### src/rtl/samsung_ir_pkg.sv
// Shared types and default timing for the Samsung IR receiver/transmitter.
// Tolerance window helpers used by the receiver.
package samsung_ir_pkg;

    typedef enum logic [2:0] {
        IDLE,
        LEAD_MK,
        LEAD_SP,
        BIT_MK,
        BIT_SP
    } state_e;

    localparam int unsigned DEF_LEAD_MARK  = 225000;
    localparam int unsigned DEF_LEAD_SPACE = 225000;
    localparam int unsigned DEF_BIT_MARK   = 28000;
    localparam int unsigned DEF_SPACE0     = 28000;
    localparam int unsigned DEF_SPACE1     = 84500;
    localparam int unsigned DEF_TOL_SHIFT  = 2;

    localparam logic [5:0] FRAME_BITS = 6'd32;

    function automatic logic [31:0] win_lo(input logic [31:0] n,
                                           input int unsigned sh);
        return n - (n >> sh);
    endfunction

    function automatic logic [31:0] win_hi(input logic [31:0] n,
                                           input int unsigned sh);
        return n + (n >> sh);
    endfunction

    function automatic logic [31:0] max32(input logic [31:0] a,
                                          input logic [31:0] b);
        return (a > b) ? a : b;
    endfunction

endpackage

### src/rtl/samsung_ir_rx_ir_sync.sv
// Two-flop synchronizer plus one delay flop for the IR line,
// with rise/fall detection on the synchronized level.
module ir_sync (
    input  logic clk,
    input  logic reset,
    input  logic ir_i,
    output logic rise_o,
    output logic fall_o
);
    logic s1_q, s2_q, s3_q;

    always_ff @(posedge clk) begin
        if (reset) begin
            s1_q <= 1'b0;
            s2_q <= 1'b0;
            s3_q <= 1'b0;
        end else begin
            s1_q <= ir_i;
            s2_q <= s1_q;
            s3_q <= s2_q;
        end
    end

    assign rise_o = s2_q & ~s3_q;
    assign fall_o = ~s2_q & s3_q;
endmodule

### src/rtl/samsung_ir_rx.sv
// Samsung IR frame decoder: leader, 32 pulse-distance bits, stop mark.
// Optional SAMSUNG_RX_CHECK_EN rejects frames whose last byte is not ~byte 1.
module samsung_ir_rx
    import samsung_ir_pkg::*;
#(
    parameter int unsigned LEAD_MARK  = DEF_LEAD_MARK,
    parameter int unsigned LEAD_SPACE = DEF_LEAD_SPACE,
    parameter int unsigned BIT_MARK   = DEF_BIT_MARK,
    parameter int unsigned SPACE0     = DEF_SPACE0,
    parameter int unsigned SPACE1     = DEF_SPACE1,
    parameter int unsigned TOL_SHIFT  = DEF_TOL_SHIFT
) (
    input  logic        clk,
    input  logic        reset,
    input  logic        ir_in,
    output logic [31:0] cmd_out,
    output logic        cmd_valid,
    output logic        frame_err
);
    localparam logic [31:0] LM_LO = win_lo(LEAD_MARK, TOL_SHIFT);
    localparam logic [31:0] LM_HI = win_hi(LEAD_MARK, TOL_SHIFT);
    localparam logic [31:0] LS_LO = win_lo(LEAD_SPACE, TOL_SHIFT);
    localparam logic [31:0] LS_HI = win_hi(LEAD_SPACE, TOL_SHIFT);
    localparam logic [31:0] BM_LO = win_lo(BIT_MARK, TOL_SHIFT);
    localparam logic [31:0] BM_HI = win_hi(BIT_MARK, TOL_SHIFT);
    localparam logic [31:0] S0_LO = win_lo(SPACE0, TOL_SHIFT);
    localparam logic [31:0] S0_HI = win_hi(SPACE0, TOL_SHIFT);
    localparam logic [31:0] S1_LO = win_lo(SPACE1, TOL_SHIFT);
    localparam logic [31:0] S1_HI = win_hi(SPACE1, TOL_SHIFT);
    localparam logic [31:0] SP_HI = max32(S0_HI, S1_HI);

    state_e      state_q;
    logic [31:0] cnt_q, cnt_d;
    logic [5:0]  idx_q;
    logic [31:0] sr_q;
    logic [31:0] cmd_q;
    logic        valid_q, err_q;

    logic rise, fall;
    logic in_lm, in_ls, in_bm, in_s0, in_s1;
    logic evt, ok, over, bad, chk_ok;

    ir_sync u_sync (
        .clk    (clk),
        .reset  (reset),
        .ir_i   (ir_in),
        .rise_o (rise),
        .fall_o (fall)
    );

    assign in_lm = (cnt_q >= LM_LO) && (cnt_q <= LM_HI);
    assign in_ls = (cnt_q >= LS_LO) && (cnt_q <= LS_HI);
    assign in_bm = (cnt_q >= BM_LO) && (cnt_q <= BM_HI);
    assign in_s0 = (cnt_q >= S0_LO) && (cnt_q <= S0_HI);
    assign in_s1 = (cnt_q >= S1_LO) && (cnt_q <= S1_HI);

`ifdef SAMSUNG_RX_CHECK_EN
    assign chk_ok = (sr_q[7:0] == ~sr_q[15:8]);
`else
    assign chk_ok = 1'b1;
`endif

    always_comb begin
        cnt_d = cnt_q;
        if (rise || fall) begin
            cnt_d = '0;
        end else if (!(&cnt_q)) begin
            cnt_d = cnt_q + 32'd1;
        end
    end

    // evt: the edge that ends the current interval; over: timeout
    always_comb begin
        evt  = 1'b0;
        ok   = 1'b0;
        over = 1'b0;
        unique case (state_q)
            IDLE: begin
                evt = rise;
                ok  = 1'b1;
            end
            LEAD_MK: begin
                evt  = fall;
                ok   = in_lm;
                over = cnt_q > LM_HI;
            end
            LEAD_SP: begin
                evt  = rise;
                ok   = in_ls;
                over = cnt_q > LS_HI;
            end
            BIT_MK: begin
                evt  = fall;
                ok   = in_bm;
                over = cnt_q > BM_HI;
            end
            BIT_SP: begin
                evt  = rise;
                ok   = in_s0 | in_s1;
                over = cnt_q > SP_HI;
            end
            default: begin
                evt  = 1'b0;
                ok   = 1'b0;
                over = 1'b1;
            end
        endcase
        bad = over | (evt & ~ok);
    end

    always_ff @(posedge clk) begin
        if (reset) begin
            state_q <= IDLE;
            cnt_q   <= '0;
            idx_q   <= '0;
            sr_q    <= '0;
            cmd_q   <= '0;
            valid_q <= 1'b0;
            err_q   <= 1'b0;
        end else begin
            cnt_q   <= cnt_d;
            valid_q <= 1'b0;
            err_q   <= 1'b0;
            if (bad) begin
                err_q   <= 1'b1;
                state_q <= IDLE;
                idx_q   <= '0;
                sr_q    <= '0;
            end else if (evt) begin
                unique case (state_q)
                    IDLE: begin
                        state_q <= LEAD_MK;
                        idx_q   <= '0;
                        sr_q    <= '0;
                    end
                    LEAD_MK: state_q <= LEAD_SP;
                    LEAD_SP: begin
                        state_q <= BIT_MK;
                        idx_q   <= '0;
                    end
                    BIT_MK: begin
                        if (idx_q == FRAME_BITS) begin
                            state_q <= IDLE;
                            idx_q   <= '0;
                            sr_q    <= '0;
                            if (chk_ok) begin
                                cmd_q   <= sr_q;
                                valid_q <= 1'b1;
                            end else begin
                                err_q <= 1'b1;
                            end
                        end else begin
                            state_q <= BIT_SP;
                        end
                    end
                    BIT_SP: begin
                        state_q <= BIT_MK;
                        idx_q   <= idx_q + 6'd1;
                        sr_q    <= {sr_q[30:0], ~in_s0};
                    end
                    default: state_q <= IDLE;
                endcase
            end
        end
    end

    assign cmd_out   = cmd_q;
    assign cmd_valid = valid_q;
    assign frame_err = err_q;
endmodule

### config.mk
export PLATFORM = sky130hd
export DESIGN_NAME = samsung_ir_rx
export DESIGN_NICKNAME = d
export VERILOG_FILES = /design/src/rtl/samsung_ir_pkg.sv /design/src/rtl/samsung_ir_rx_ir_sync.sv /design/src/rtl/samsung_ir_rx.sv
export SDC_FILE = /design/constraint.sdc
export NUM_CORES = 1
export LEC_CHECK = 0
export CELL_PAD_IN_SITES_DETAIL_PLACEMENT = 1
export CELL_PAD_IN_SITES_GLOBAL_PLACEMENT = 2
export CORE_MARGIN = 2
export CORE_UTILIZATION = 36
export DETAILED_ROUTE_END_ITERATION = 10
export GPL_ROUTABILITY_DRIVEN = 0
export PLACE_DENSITY = 0.81
export REMOVE_ABC_BUFFERS = 1
export SLEW_MARGIN = 30
export SYNTH_ARGS = -nofsm -noshare
export SYNTH_HDL_FRONTEND = slang
export SYNTH_SLANG_ARGS = --single-unit
### constraint.sdc
create_clock -name clk -period 2.56 [get_ports clk]
set_input_delay 0.512 -clock clk [delete_from_list [all_inputs] [get_ports clk]]
set_output_delay 0.512 -clock clk [all_outputs]
set_load 0.02 [all_outputs]
==> flow_summary.json <==
{
  "status": "complete, no violations",
  "maxSlewViolCount": 0,
  "crit_path_top_delay_cell": "a2111oi_4",
  "ys_seq_area_share_pct": 42.0,
  "io_buffers": 36,
  "synth_cells": 626,
  "area_delta_synth_final_pct": 22.7,
  "end_kind": "flip-flop",
  "initial_core_util_pct": 36.5,
  "post-route-util_pct": 44.8,
  "rsz0062_at_grt": "yes",
  "yosysUniqueCellTypes": 68,
  "avgSynthCellArea_sq_um": 8.38,
  "final_common_cell": "nand2_1",
  "crit_top_cell": "or2_4",
  "slew-limit-headroom_pct": 71.1,
  "wl_per_cell_um": 16.6,
  "layout_common_cells": "nand2_1 (104), dfxtp_1 (100), nor2_1 (84)",
  "row_count": 44,
  "route.detailed.drc": 0,
  "layout_worst_path_cycle_share_pct": 99.4,
  "async_flop_share_pct": 0,
  "cts_sinks": 110,
  "cp.required_ns": 2.85,
  "io_pins": 37,
  "critPathMaxStageDelay_ns": 0.43,
  "arrival_ns": 2.83,
  "die_w_um": 125,
  "routed_via_density": 5.42,
  "setup_viol": 0,
  "worst_hold_path_type": "flip-flop to flip-flop",
  "drt_iter0_drc": 192,
  "path_clk_slew_ns": 0.08,
  "ctsHtreeMaxLevel": 3,
  "die_area_sq_um": 15600,
  "ant_nets": 0,
  "crit_buf_inv": 2,
  "critPathKind": "flip-flop to flip-flop",
  "hold_viol": 0,
  "ys_warn_count": 0,
  "synth_fa_ha_area_share_pct": 1.91,
  "ir_drop_uv": 269,
  "cts-root-buf": "clkbuf_16",
  "p_leak_nw": 2.21,
  "antenna_found_initial": 0,
  "clk_latency_ns": 0.37,
  "synth_edf_count": 0,
  "cts_tree": "built",
  "ys_seq_elements": 110,
  "grt_pass1_vias": 4901,
  "grt_start_max_net_pins": 67,
  "crit_path_start_kind": "flip-flop",
  "antenna_cells": 0,
  "dp_hpwl_mm": 9.47,
  "layout-drive-gt1-share_pct": 14.5,
  "crit_fanout": 8,
  "worst_slack_ns": 0.0144,
  "core_sq_um": 14400,
  "skew_ns": 0.0122,
  "synth_top_family_by_area": "simple AND/OR/NAND/NOR gates",
  "post-place-ws_ns": 0.0104,
  "cts_buffer_depth": 2,
  "pwr_density_cell_nw_per_um2": 505,
  "fmax_mhz": 393,
  "synth-compound-area-share_pct": 16.6,
  "synthXorXnorAreaFrac_pct": 3.00,
  "worstMarginPinSlew_ns": 0.432,
  "cts_buffers": 9,
  "grt_usage_pct": 18.7,
  "nNetsFinal": 687,
  "die_y_um": 125,
  "routed_wl_mm": 14.4,
  "grt-ovfl-total": 0,
  "crit_chain": "or2_4 -> or2_4 -> nor4_4 -> o31a_1 -> o32ai_2 -> a2111oi_4 -> buf_4 -> buf_12 -> mux2i_2",
  "grt_pass1_wl_mm": 24.1,
  "synth_flop_cell": "dfxtp_1",
  "synthMuxAreaShare_pct": 6.48,
  "hold_ws_ns": 0.458,
  "drv_cap": 0,
  "ctsHoldBuffers": 0,
  "first_pass_iters": 5,
  "critPathTopFamily": "compound AO/OA/AOI/OAI gates",
  "period_needed_ns": 2.55,
  "syn-cell-area_sq_um": 5250,
  "via_count": 4684,
  "synth-simple-area-share_pct": 24.8
}
[metrics by stage]
| stage | cells | cell area, sq um | power (W) | setup TNS (ns) |
|---|---|---|---|---|
| after floorplan | 581 | 5020 | 0.00183 | -63.83 |
| after global placement | 838 | 5940 | 0.00188 | 0 |
| after detailed placement | 838 | 5940 | 0.00188 | 0 |
| after CTS | 857 | 6300 | 0.00328 | 0 |
| after global routing | 865 | 6440 | 0.00337 | -1.93 |
| final | 865 | 6440 | 0.00325 | 0 |
[cells in the mapped netlist, types with 4 or more instances]
cell type  count  area share [%]
buf_6          4            0.86
nor3_1         5            0.48
xnor2_1       10             1.7
nand2_1      104             7.4
and2_1         4            0.48
nand4_1       13             1.5
and3_1         5            0.60
o21ai_0       19             1.8
and4_1         4            0.67
a21oi_1       28             2.7
nand2b_1       5            0.60
clkbuf_1      23             1.6
buf_2         15             1.4
dfxtp_1      110              42
nor2_1        85             6.1
or4_1          4            0.57
inv_1         14             1.0
nor2b_1        5            0.60
nand3_1       15             1.4
nor4_1         8            0.95
or3_1          7            0.83
xor2_1         8             1.3
a22oi_1       30             4.3
ha_1           8             1.9
mux2i_1       34             6.5
[sequential cells by signal (all words and copies together) (netlist names)]
register / flops
state_q: 3
cnt_q: 32
u_sync.s3_q: 1
frame_err: 1
idx_q: 6
cmd_out: 32
cmd_valid: 1
u_sync.s1_q: 1
u_sync.s2_q: 1
sr_q: 32
[routing by layer]
layer | wire, um | GRT usage [%] | up-vias
met4 | 238 | 6.15 | 0
met1 | 6480 | 22.9 | 2303
met2 | 7220 | 32.9 | 71
met3 | 435 | 3.39 | 18
li1 | - | - | 2292
met5 | 0 | 0 | -
[tightest hold or removal path, stage by stage (launching register included)]
cell and delay, ns:
dfxtp_1 0.32, nand2_1 0.05, mux2i_1 0.05
[logic make-up (layout without fill, tap and decap cells)]
logic type / after synthesis / count (layout)
xor+xnor: 18 / 18
mux: 34 / 34
simple gates: 276 / 276
compound gates: 121 / 121
flops: 110 / 110
fa+ha+maj: 8 / 8
buf+inv: 59 / 114
[where the power goes]
group / leakage (nW) / switching, W / internal, W
sequential: 0.892 / 0.0000122 / 0.00172
combinational: 1.18 / 0.0000771 / 0.0000372
clock: 0.141 / 0.000724 / 0.000684
[layout make-up]
type                            instances  area (sq um)
Sequential cell                       110          2220
Clock buffer                            9           225
Tap cell                              184           230
Fill cell                            1703          7930
Multi-Input combinational cell        457          2840
Inverter                               14          52.6
Clock inverter                          7          66.3
Timing Repair Buffer                   84           813
[timing repair]
item | in CTS | in global routing
cloned | 1 | 2
pin swaps | 0 | 6
resized for setup | 5 | 21
endpoints found under the setup margin | 3 | 78
buffers inserted | 2 | 6
[worst paths after layout]
path,from,endpoint,slack (ns),cells past startpoint
max reg2reg,cnt_q[9]$_SDFFE_PP0N_,cmd_out[2]$_SDFFE_PP0P_,0.01,9
min reg2reg,cmd_out[12]$_SDFFE_PP0P_,cmd_out[12]$_SDFFE_PP0P_,0.46,2
max,cnt_q[9]$_SDFFE_PP0N_,cmd_out[2]$_SDFFE_PP0P_,0.01,9
min,cmd_out[12]$_SDFFE_PP0P_,cmd_out[12]$_SDFFE_PP0P_,0.46,2
Power figures use the tool's default switching activity.
